`src/rtl/iiitb_usr_rx.sv`:
```
// iiitb_usr_rx: serial-to-parallel receiver for the iiitb_usr serializer link.
// Rebuilds MSB-bit words from a strobed bit stream in either shift direction.
// Each finished word goes into a registered holding register with a valid/ready
// handshake. The receiver also reports frame resynchronisation and overruns.
// Optional feature: define IIITB_USR_RX_PARITY_EN to expect one even-parity bit
// after each word. parity_err then reports the parity status of the held word.
//
// Handshake: a word held in data_out is consumed on any rising edge where
// data_valid and data_ready are both high. A new word may load on that same edge.
// If a new word finishes while the old word is still unconsumed, the new word is
// dropped and overrun pulses.
module iiitb_usr_rx #(
    parameter int MSB = 8
) (
    input  logic           clock,
    input  logic           clear,
    input  logic           serial_in,
    input  logic           serial_valid,
    input  logic           frame,
    input  logic           dir,
    input  logic           data_ready,
    output logic [MSB-1:0] data_out,
    output logic           data_valid,
    output logic           overrun,
    output logic           sync_err,
    output logic           parity_err
);

    localparam int CW = $clog2(MSB + 1);

    typedef enum logic [1:0] {
        S_IDLE,
        S_SHIFT
`ifdef IIITB_USR_RX_PARITY_EN
        , S_PAR
`endif
    } state_t;

    // FSM state is kept in state_q so it can be probed by name.
    state_t         state_q;
    logic [MSB-1:0] sr_q;
    logic [CW-1:0]  cnt_q;
    logic           dir_q;
    logic [MSB-1:0] data_out_q;
    logic           data_valid_q;
    logic           overrun_q;
    logic           sync_err_q;
    logic           parity_err_q;

    logic           shift_dir_d;
    logic [MSB-1:0] sr_shift_d;
    logic           word_done_d;
    logic [MSB-1:0] word_d;
    logic           perr_d;
    logic           can_load_d;

    // Shift path: a frame bit uses the live dir input; other bits use the latched direction.
    always_comb begin
        shift_dir_d = frame ? dir : dir_q;
        if (shift_dir_d) begin
            sr_shift_d = {serial_in, sr_q[MSB-1:1]};
        end else begin
            sr_shift_d = {sr_q[MSB-2:0], serial_in};
        end
    end

    // Word-completion detect and the word/parity that would be delivered this edge.
    always_comb begin
        word_done_d = 1'b0;
        word_d      = sr_shift_d;
        perr_d      = 1'b0;
        if (serial_valid && !frame) begin
`ifdef IIITB_USR_RX_PARITY_EN
            if (state_q == S_PAR) begin
                word_done_d = 1'b1;
                word_d      = sr_q;
                perr_d      = ^{sr_q, serial_in};
            end
`else
            if (state_q == S_SHIFT && cnt_q == CW'(MSB - 1)) begin
                word_done_d = 1'b1;
            end
`endif
        end
        can_load_d = !data_valid_q || data_ready;
    end

    // Receiver FSM, output holding register and status pulses.
    always_ff @(posedge clock) begin
        if (clear) begin
            state_q      <= S_IDLE;
            sr_q         <= '0;
            cnt_q        <= '0;
            dir_q        <= 1'b0;
            data_out_q   <= '0;
            data_valid_q <= 1'b0;
            overrun_q    <= 1'b0;
            sync_err_q   <= 1'b0;
            parity_err_q <= 1'b0;
        end else begin
            overrun_q  <= 1'b0;
            sync_err_q <= 1'b0;

            if (word_done_d) begin
                if (can_load_d) begin
                    data_out_q   <= word_d;
                    data_valid_q <= 1'b1;
                    parity_err_q <= perr_d;
                end else begin
                    overrun_q <= 1'b1;
                end
            end else if (data_valid_q && data_ready) begin
                data_valid_q <= 1'b0;
            end

            if (serial_valid) begin
                if (frame) begin
                    // A frame bit always restarts the word; mid-word it discards the partial word.
                    if (state_q != S_IDLE) begin
                        sync_err_q <= 1'b1;
                    end
                    dir_q   <= dir;
                    sr_q    <= sr_shift_d;
                    cnt_q   <= CW'(1);
                    state_q <= S_SHIFT;
                end else begin
                    case (state_q)
                        S_SHIFT: begin
                            sr_q  <= sr_shift_d;
                            cnt_q <= cnt_q + CW'(1);
                            if (cnt_q == CW'(MSB - 1)) begin
`ifdef IIITB_USR_RX_PARITY_EN
                                state_q <= S_PAR;
`else
                                state_q <= S_IDLE;
`endif
                            end
                        end
`ifdef IIITB_USR_RX_PARITY_EN
                        S_PAR: begin
                            state_q <= S_IDLE;
                        end
`endif
                        default: begin
                        end
                    endcase
                end
            end
        end
    end

    assign data_out   = data_out_q;
    assign data_valid = data_valid_q;
    assign overrun    = overrun_q;
    assign sync_err   = sync_err_q;
    assign parity_err = parity_err_q;

endmodule

```
`config.mk`:
```
export PLATFORM = sky130hd
export DESIGN_NAME = iiitb_usr_rx
export DESIGN_NICKNAME = d
export VERILOG_FILES = /design/src/rtl/iiitb_usr_rx.sv
export SDC_FILE = /design/constraint.sdc
export NUM_CORES = 1
export LEC_CHECK = 0
export ABC_AREA = 1
export CAP_MARGIN = 0
export CORE_UTILIZATION = 35
export DETAILED_ROUTE_END_ITERATION = 16
export PLACE_DENSITY_LB_ADDON = 0.2
export SETUP_SLACK_MARGIN = 0.4
export SLEW_MARGIN = 20
export SYNTH_ARGS = -nofsm -noshare
export SYNTH_HDL_FRONTEND = slang
export SYNTH_SLANG_ARGS = --single-unit
```
`constraint.sdc`:
```
create_clock -name clock -period 1.5 [get_ports clock]
set_clock_uncertainty 0.15 [all_clocks]
set_input_delay 0.3 -clock clock [delete_from_list [all_inputs] [get_ports clock]]
set_output_delay 0.3 -clock clock [all_outputs]
set_load 0.02 [all_outputs]
```
==> results of run 1 <==
final cells by class:
cell class / count / area [µm²] / share of cell area [%]
Timing Repair Buffer: 39 / 393 / 20.2
Clock inverter: 1 / 5.00 / 0.258
Tap cell: 46 / 57.6 / 2.96
Multi-Input combinational cell: 124 / 774 / 39.9
Inverter: 42 / 165 / 8.50
Clock buffer: 3 / 22.5 / 1.16
Sequential cell: 25 / 526 / 27.0
routing by layer:
metal  vias to the layer above  share of wire, %
met5                         -                 0
met1                       513                51
met2                        17                46
met4                         0              0.70
met3                         2               1.9
li1                        647                 -
worst max-delay path, stage by stage, from the launching register on:
cell and delay [ns]:
dfxtp_4 0.39, ha_4 0.14, nand2_4 0.05, nor2_4 0.15, nand2_4 0.09, nor2_8 0.12, nand2_1 0.06, nand2_1 0.07
nor2_2 0.03
registers in the layout, summed over array words and instances (netlist names):
signal and cells:
sync_err 1, state_q 1, cnt_q 4, sr_q 8, data_out 8, overrun 1, data_valid 1, dir_q 1
worst max path at each step:
stage	startpoint	to	slack, ns	depth (start not counted)
after detailed placement	serial_valid	data_out[5]	-0.30	8
after CTS	cnt_q[1]	data_out[5]	0.14	8
after global placement	serial_valid	data_out[5]	-0.25	7
after global routing	cnt_q[0]	data_out[4]	0.06	8
final	cnt_q[0]	data_out[5]	0.15	8
after floorplan	cnt_q[1]	data_out[4]	0.20	8
cell families after synthesis:
| logic type | after synthesis | synth area share, % |
|---|---|---|
| AOI/OAI and AO/OA | 5 | 2.45 |
| other | 1 | 0.294 |
| DFF | 25 | 39.3 |
| and+or+nand+nor | 116 | 42.0 |
| adders and majority gates | 1 | 0.981 |
| buffers and inverters | 46 | 15.0 |
power breakdown:
part | switching [µW] | internal [µW]
sequential | 12.2 | 688
clock | 205 | 99.9
combinational | 182 | 135
metrics by stage:
step	instances	hold slack, ns	utilization, %
floorplan	194	0.205	-
global placement	267	0.306	47.3
detailed placement	267	0.305	47.3
CTS	276	0.243	50.4
global route	280	0.134	56.9
finish	280	0.140	56.9
synthesized netlist by cell type (all sizes together):
library cell / count / area share, %
conb: 1 / 0.29
nand2: 80 / 26
nand3: 19 / 7.5
ha: 1 / 0.98
o211ai: 1 / 0.59
dfxtp: 25 / 39
nand3b: 1 / 0.88
inv: 42 / 12
nor2: 16 / 8.1
a21oi: 3 / 1.5
buf: 4 / 2.6
o21ai: 1 / 0.39
timing repair:
| item | CTS | global route |
|---|---|---|
| buffers inserted | 4 | 4 |
| gates cloned | 1 | 0 |
| pin swaps | 9 | 18 |
| endpoints found under the hold margin | 0 | 0 |
| setup endpoints to repair | 36 | 34 |
| resized for setup | 86 | 53 |
placed cells by master (no fill, tap or decap), types with 2 or more instances in the layout:
| cell type | n |
|---|---|
| clkdlybuf4s50_1 | 3 |
| nand3_1 | 11 |
| nor2_1 | 6 |
| clkbuf_4 | 3 |
| buf_4 | 16 |
| nand2_1 | 57 |
| nor2_2 | 6 |
| nand2_4 | 12 |
| dfxtp_1 | 11 |
| dfxtp_2 | 11 |
| inv_2 | 2 |
| inv_1 | 39 |
| nand3_2 | 8 |
| dfxtp_4 | 3 |
| nor2_4 | 3 |
| nand2_2 | 11 |
| buf_12 | 3 |
| buf_6 | 14 |
| a21oi_2 | 2 |
==> metrics.cfg, run 1 <==
[run_status]
status = completed

[critical_path]
crit-reg2reg-launch = cnt_q[0]
path_class = register to register
cp-end-kind = register
critPathMaxFanout = 8
r2r_setup_slack_ns = 0.15
critPathArrivalTime_ns = 1.44
required_ns = 1.59
cp-start-kind = register
ff2ff_path_depth = 8
regToRegEndpoint = data_out[5]

[worst_hold_path]
hold-path-cell-count = 4
min_from = serial_valid
hold_path_class = input pin to register
hold-path-endpoint = state_q[0]

[synth]
syn_nets = 202
synth.cell_area_um2 = 1270
synth_seq_cells = 25
ys_types = 20
synthCells = 194
syn_avg_cell_area_um2 = 6.57
seq_area_frac_synth_pct = 39.3
synth_warnings = 0

[floorplan]
start_util_pct = 37.3
chipWidth_um = 62.4
core_um2 = 3420
num_rows = 21
ios = 19
die_area_um2 = 3890
die_y_um = 62.4

[routing]
wl_mm = 2.71
dr.first_iter.drc_count = 53
drt-pass1-iter-count = 4
viasPerCell = 4.21
wire_per_inst_um = 9.67
via_count = 1179
drtAntennaViolNets = 0
drc = 0

[global_routing]
grt_pass1_vias = 978
use_met1_pct = 20.1
grt_use_met3_pct = 1.10
grt_max_degree = 15
grt_util_all_layers_pct = 14.1
grt_pass1_wl_mm = 4.41
grt.busiest_layer = met2
use_met2_pct = 21.8
overflow = 0
antenna_found_initial = 0

[pwr]
p_leak_uw = 0.00105
vdd_ir_drop_max_v = 0.000263
finalPower_uw = 1320
powerDensity_nw_per_um2 = 680

[placement]
numPortBuffers = 17
gp_congestion = 0.758
dp_hpwl_mm = 1.80
placed_area_um2 = 1610
pre_cts_ws_ns = -0.299

[sta]
fmax_ghz = 0.739
post-route-period-util_pct = 90.2
period_minus_slack_ns = 1.35
finalHoldViolCount = 0
slew_violations = 0
setup_ws_ns = 0.147
finalSetupViolCount = 0
grt_setup_unrepaired = true
setup-tns-final_ns = 0

[clock_network]
cts_tree = built
cts_buffers = 3
clock-sinks = 25
cts_buffer_depth = 2
clk_latency_ns = 0.32
cts_max_level = 1
clkTransAtPathRegs_ns = 0.14
hold_buffers = 0
root_buffer = clkbuf_4

[cells_and_area]
syn_to_final_growth_pct = 52.4
nFillCells = 325
drive_gt1_share_pct = 44.0
design_area_um2 = 1940
antenna_cells = 0
nets = 243

[run]
cap_viol_max_count = 0

No activity file was read; power rests on OpenSTA's default activity.
==> inputs of run 2 (changes only) <==
--- a/config.mk
+++ b/config.mk
@@ -11,6 +11,7 @@
 export DETAILED_ROUTE_END_ITERATION = 16
 export PLACE_DENSITY_LB_ADDON = 0.2
 export SETUP_SLACK_MARGIN = 0.4
+export SKIP_LAST_GASP = 1
 export SLEW_MARGIN = 20
 export SYNTH_ARGS = -nofsm -noshare
 export SYNTH_HDL_FRONTEND = slang
==> results of run 2 <==
Final layout, timing and power as in run 1 (identical DEF).
==> inputs of run 3 (changes only) <==
--- a/config.mk
+++ b/config.mk
@@ -6,6 +6,7 @@
 export NUM_CORES = 1
 export LEC_CHECK = 0
 export ABC_AREA = 1
+export ABC_CLOCK_PERIOD_IN_PS = 1500
 export CAP_MARGIN = 0
 export CORE_UTILIZATION = 35
 export DETAILED_ROUTE_END_ITERATION = 16
==> results of run 3 <==
Final layout, timing and power as in run 1 (identical DEF).
